## src/rtl/riscv_pkg.sv

```systemverilog
// Shared RV32 definitions for the core front end.
//   XLEN / ILEN   : data and instruction widths
//   NOP_INSTR     : canonical RV32 NOP (addi x0,x0,0), used by decode for bubbles
//   fetch_entry_t : one fetched instruction together with its PC
package riscv_pkg;

  localparam int XLEN = 32;
  localparam int ILEN = 32;

  localparam logic [ILEN-1:0] NOP_INSTR = 32'h0000_0013;

  typedef struct packed {
    logic [XLEN-1:0] pc;
    logic [ILEN-1:0] instr;
  } fetch_entry_t;

endpackage

```

## src/rtl/fetch_fifo.sv

```systemverilog
// In-order instruction buffer between fetch and decode.
//   clk, rst_n : clock and synchronous active-low reset
//   push, din  : write one entry (ignored when flushing, or when full without pop)
//   pop        : remove the head entry (ignored when empty)
//   flush      : discard every entry; a pop in the same cycle still counts
//   head_valid : buffer is non-empty
//   head       : head entry, all zeros when empty
//   count      : number of entries held
module fetch_fifo
  import riscv_pkg::*;
#(
  parameter int DEPTH = 2
) (
  input  logic                     clk,
  input  logic                     rst_n,
  input  logic                     push,
  input  logic                     pop,
  input  logic                     flush,
  input  fetch_entry_t             din,
  output logic                     head_valid,
  output fetch_entry_t             head,
  output logic [$clog2(DEPTH):0]   count
);

  localparam int AW = $clog2(DEPTH);
  localparam int CW = AW + 1;

  fetch_entry_t    mem_reg [DEPTH];
  logic [AW-1:0]   rd_ptr_reg;
  logic [AW-1:0]   wr_ptr_reg;
  logic [CW-1:0]   count_reg;

  logic            pop_en;
  logic            push_en;

  assign pop_en  = pop && (count_reg != '0);
  // A full buffer still accepts a write when the head leaves in the same cycle.
  assign push_en = push && !flush && ((count_reg < CW'(DEPTH)) || pop_en);

  // Entry storage carries no reset; validity is tracked by count_reg alone.
  always_ff @(posedge clk) begin
    if (push_en) begin
      mem_reg[wr_ptr_reg] <= din;
    end
  end

  always_ff @(posedge clk) begin
    if (!rst_n || flush) begin
      rd_ptr_reg <= '0;
      wr_ptr_reg <= '0;
      count_reg  <= '0;
    end else begin
      if (push_en) begin
        wr_ptr_reg <= wr_ptr_reg + 1'b1;
      end
      if (pop_en) begin
        rd_ptr_reg <= rd_ptr_reg + 1'b1;
      end
      case ({push_en, pop_en})
        2'b10:   count_reg <= count_reg + 1'b1;
        2'b01:   count_reg <= count_reg - 1'b1;
        default: count_reg <= count_reg;
      endcase
    end
  end

  assign head_valid = (count_reg != '0);
  assign head       = head_valid ? mem_reg[rd_ptr_reg] : '0;
  assign count      = count_reg;

endmodule

```

## src/rtl/fetch_unit.sv

```systemverilog
// Instruction fetch front end: owns the fetch PC, captures words from a
// combinational instruction memory into an in-order buffer, and hands them
// to decode over valid/ready. Redirects flush the buffer and reload the PC.
//   imem_addr / imem_instr         : instruction memory address and returned word
//   redirect_valid / redirect_pc   : branch/jump redirect from execute
//   out_valid/out_pc/out_instr     : head of buffer towards decode (zeros when empty)
//   out_ready                      : decode accepts the head this cycle
//   fetch_count                    : completed decode handshakes since reset (wraps)
module fetch_unit
  import riscv_pkg::*;
#(
  parameter logic [31:0] RESET_PC = 32'h0000_0000,
  parameter int          DEPTH    = 2
) (
  input  logic        clk,
  input  logic        rst_n,
  output logic [31:0] imem_addr,
  input  logic [31:0] imem_instr,
  input  logic        redirect_valid,
  input  logic [31:0] redirect_pc,
  output logic        out_valid,
  output logic [31:0] out_pc,
  output logic [31:0] out_instr,
  input  logic        out_ready,
  output logic [31:0] fetch_count
);

  localparam int CW = $clog2(DEPTH) + 1;

  logic [XLEN-1:0] fetch_pc_reg;
  logic [31:0]     fetch_count_reg;

  logic            pop;
  logic            push;
  logic            head_valid;
  fetch_entry_t    head;
  fetch_entry_t    push_entry;
  logic [CW-1:0]   buf_count;
  logic [1:0]      unused_redirect_lsb;

  // Targets are word aligned; the low bits of the request are dropped.
  assign unused_redirect_lsb = redirect_pc[1:0];

  assign pop  = head_valid && out_ready;
  assign push = !redirect_valid && ((buf_count < CW'(DEPTH)) || pop);

  assign push_entry.pc    = fetch_pc_reg;
  assign push_entry.instr = imem_instr;

  fetch_fifo #(
    .DEPTH (DEPTH)
  ) u_fifo (
    .clk        (clk),
    .rst_n      (rst_n),
    .push       (push),
    .pop        (pop),
    .flush      (redirect_valid),
    .din        (push_entry),
    .head_valid (head_valid),
    .head       (head),
    .count      (buf_count)
  );

  always_ff @(posedge clk) begin
    if (!rst_n) begin
      fetch_pc_reg    <= RESET_PC;
      fetch_count_reg <= '0;
    end else begin
      if (redirect_valid) begin
        fetch_pc_reg <= {redirect_pc[31:2], 2'b00};
      end else if (push) begin
        fetch_pc_reg <= fetch_pc_reg + 32'd4;
      end
      // The handshake in a redirect cycle still completes and is counted.
      if (pop) begin
        fetch_count_reg <= fetch_count_reg + 32'd1;
      end
    end
  end

  assign imem_addr   = fetch_pc_reg;
  assign out_valid   = head_valid;
  assign out_pc      = head.pc;
  assign out_instr   = head.instr;
  assign fetch_count = fetch_count_reg;

endmodule
```

## config.mk

```make
export PLATFORM = sky130hd
export DESIGN_NAME = fetch_unit
export DESIGN_NICKNAME = d
export VERILOG_FILES = /design/src/rtl/riscv_pkg.sv /design/src/rtl/fetch_fifo.sv /design/src/rtl/fetch_unit.sv
export SDC_FILE = /design/constraint.sdc
export NUM_CORES = 1
export LEC_CHECK = 0
export ABC_AREA = 1
export BUFFER_PORTS_ARGS = -buffer_cell sky130_fd_sc_hd__buf_2
export CAP_MARGIN = 20
export CORE_ASPECT_RATIO = 1.5
export CORE_UTILIZATION = 54
export DETAILED_ROUTE_END_ITERATION = 8
export GPL_TIMING_DRIVEN = 0
export PLACE_DENSITY = 0.8
export SLEW_MARGIN = 20
export SYNTH_ARGS = -nofsm -noshare
export SYNTH_HDL_FRONTEND = slang
export SYNTH_SLANG_ARGS = --single-unit
```

## constraint.sdc

```tcl
create_clock -name clk -period 5.2 [get_ports clk]
set_clock_uncertainty 0.2 [all_clocks]
set_input_delay 0 -clock clk [delete_from_list [all_inputs] [get_ports clk]]
set_output_delay 0 -clock clk [all_outputs]
set_load 0.02 [all_outputs]
```

==> qor_table.md <==
| Quantity | Reported |
|:---|:---|
| Worst IR drop on VDD | 0.2440 mV |
| Remaining max-slew budget at the tightest pin | 56.07% |
| Count of antenna-violating nets left after detailed routing | 0 |
| Crit-path slowest cell | nor2_4 |
| Horizontal extent of the die | 105.6 um |
| Leakage power summed over all cells | 0.004698 uW |
| Number of optimization iterations in the first detailed-route pass | 7 |
| Placer's final routability congestion estimate | 0.9026 |
| Wire length of the first global-routing pass | 37840 um |
| Finished Cell Area | 0.01136 mm^2 |
| Type of the worst setup path | register to register |
| Synthesized cell area | 0.008697 mm^2 |
| Run status | finished clean |
| Most common cell after layout, fill and taps aside | nand2_1 |
| Count of vias placed by the detailed router | 8057 |
| Diodes inserted | 0 |
| Clk buf depth | 2 |
| Floorplan row count | 56 |
| Flip-flop count of the largest register, all copies and words added | 124 |
| Category of the worst setup path capture point | register |
| Ordered cell list for the critical path | nor2_4 > nor2_8 > nor2_4 > nor2_1 > inv_1 > nor2_4 > buf_12 > buf_16 |
| Core region area | 0.01570 mm^2 |
| Post-layout total power | 3358 uW |
| Total of buffers placed on input and output ports | 190 |
| Max-cap violation count | 0 |
| Vias in the first global route | 7833 |
| CTS sink count | 191 |
| Overall die area | 0.01663 mm^2 |
| Count of endpoints failing setup in the final report | 0 |
| Final-report hold violation count | 0 |
| Actual transition at the worst max-transition pin | 0.6589 ns |
| Total gr overflow | 0 |
| DRC violations left | 0 |
| Clock slew at reported path FFs | 0.08 ns |
| Fraction of synthesis flops using an asynchronous set or reset pin | 0% |
| Most instantiated flip-flop cell in the synthesis netlist | edfxtp_1 |
| Vias per inst | 5.329 |
| Share of final-layout standard cells stronger than drive strength 1 | 19.86% |
| Buffer cell driving the clock tree root | clkbuf_16 |
| Worst path buffer plus inverter count | 3 |
| Total Wirelength | 24250 um |
| Die Y | 157.4 um |
| Post-cts gate resize count | 0 |
| Number of warnings printed during yosys synthesis | 0 |
| Critical path data required time | 5.14 ns |
| Synthesized area per cell | 8.645 um^2 |
| Fill count | 1163 |
| Count of flip-flops with a built-in enable after synthesis | 124 |
| IO Count | 197 |
| Clock latency on the worst-skew pair | 0.43 ns |
| Power density of the placed cells | 295.6 mW/mm^2 |
| TritonCTS clock tree | built |
| Crit path largest cell delay | 0.56 ns |
| Routed length per instance | 16.04 um |
| Pins over their slew limit | 0 |
| Leading cell types in the layout, fill and taps excluded | nand2_1, buf_2, edfxtp_1 |
| Tightest Hold Check Type | input pin to register |
| Category of the worst setup path launch point | register |
| Arrival time worst endpoint | 2.65 ns |
| Setup repair bufs after CTS | 0 |
| Achievable frequency | 370.1 MHz |
| HPWL reported at the end of detailed placement | 16740 um |
| Count of hold buffers inserted by post-cts repair | 74 |
| Overall track demand over capacity in global routing | 29.33% |
| Placement-stage cell area | 0.01003 mm^2 |
| Maximum fanout count along the critical path | 25 |
| Effective utilization at floorplan | 55.41% |
| Share of the yosys chip area belonging to registers | 58.24% |
| Number of distinct library cell variants in the gate-level netlist after synthesis | 43 |
| Post-route minimum period | 2.702 ns |
| Largest net degree at the start of global routing | 26 |
| Final-layout setup total negative slack | 0 ns |
| Area Growth Syn to Fin | 30.63% |
| TritonCTS buffer count | 17 |
| Post-synthesis instance total | 1006 |
| CTS HTree Levels | 4 |
| Number of DRC violations after detailed-routing iteration 0 | 682 |
| Antenna violations before repair | 0 |
| Number of synthesized register bits | 191 |
| Most frequent cell on the critical path | nor2_4 |
| Crit share post-route | 51.96% |
| RSZ-0062 raised after global routing | false |
| Kind of cell with the highest combined delay on the critical path | simple AND/OR/NAND/NOR gates |
| Number of nets at the end of the flow | 1367 |
## routing by layer
layer	GRT usage (%)	share of wire [%]	up-vias
li1	-	-	3910
met4	12.37	3.5	0
met5	0	0	-
met3	5.590	6.5	63
met1	29.95	36	3726
met2	57.58	54	358
## Yosys cell counts, types with 3 or more instances
master | instances | area share, %
inv_1 | 71 | 3.1
nand2_1 | 339 | 15
nor2_1 | 105 | 4.5
o21ai_0 | 19 | 1.1
clkbuf_1 | 28 | 1.2
a21oi_1 | 101 | 5.8
xor2_1 | 6 | 0.60
nor2_4 | 4 | 0.52
ha_1 | 3 | 0.43
nand3_1 | 48 | 2.8
nor3b_1 | 3 | 0.26
o21a_1 | 3 | 0.26
o21ai_1 | 8 | 0.46
nand2_2 | 4 | 0.29
edfxtp_1 | 124 | 43
dfxtp_1 | 67 | 15
nand3b_1 | 5 | 0.43
nor2_2 | 3 | 0.22
inv_2 | 6 | 0.26
o21bai_1 | 4 | 0.35
buf_4 | 6 | 0.52
xnor2_1 | 5 | 0.50
nand4_1 | 6 | 0.43
nor3_1 | 7 | 0.40
a31oi_1 | 8 | 0.58
## worst reg2reg max path: cells and delay by family, from the launching register on
family | cells | cell delay [ns]
and+or+nand+nor | 5 | 1.10
DFF | 1 | 0.43
buffers and inverters | 3 | 0.68
## stage by stage
stage | util [%] | setup WS, ns | hold slack, ns | std cells
after floorplan | - | 0.9534 | -0.1011 | 1009
after global placement | 63.16 | -0.5873 | -0.01203 | 1402
after detailed placement | 63.91 | 2.509 | -0.008572 | 1406
after CTS | 72.39 | 2.477 | 0.01465 | 1512
after global routing | 72.39 | 2.330 | 0.05975 | 1512
final | 72.39 | 2.498 | 0.02163 | 1512
## path summary, 6_finish.rpt
kind | slack (ns) | endpoint | cells past startpoint | start
min | 0.02 | imem_addr[10] | 4 | redirect_valid
max | 2.50 | u_fifo.mem_reg[0][27] | 8 | u_fifo.count[0]
min reg2reg | 0.30 | fetch_count[31] | 2 | fetch_count[31]
max reg2reg | 2.50 | u_fifo.mem_reg[0][27] | 8 | u_fifo.count[0]
## cell type report
type                       count  area (um^2)  share of cell area (%)
multi-input combinational    701         3181                   28.00
clock buffer                  18        429.2                   3.778
timing repair buffer         268         1794                   15.79
clock inverter                14        160.2                   1.410
buffer                        39        185.2                   1.630
sequential                   191         5065                   44.58
tap                          203        254.0                   2.236
inverter                      78        292.8                   2.577
## where the power goes
| group | switching [uW] | total [uW] | internal (uW) | leakage (uW) |
|---|---|---|---|---|
| Combinational | 210 | 346 | 136 | 0.00268 |
| Clock | 634 | 1280 | 649 | 0.000289 |
| Sequential | 45.2 | 1730 | 1680 | 0.00173 |
| Total | 889 | 3360 | 2470 | 0.00470 |
## cell families (layout without fill, tap and decap cells)
logic type / after synthesis / count (layout) / share of synthesized area, %
simple gates: 532 / 532 / 25.35
flops: 191 / 191 / 58.24
compound gates: 151 / 151 / 9.337
buf+inv: 117 / 417 / 5.496
xor+xnor: 11 / 11 / 1.108
fa+ha+maj: 3 / 3 / 0.4316
other cells: 1 / 4 / 0.04312
Power figures use the tool's default switching activity.
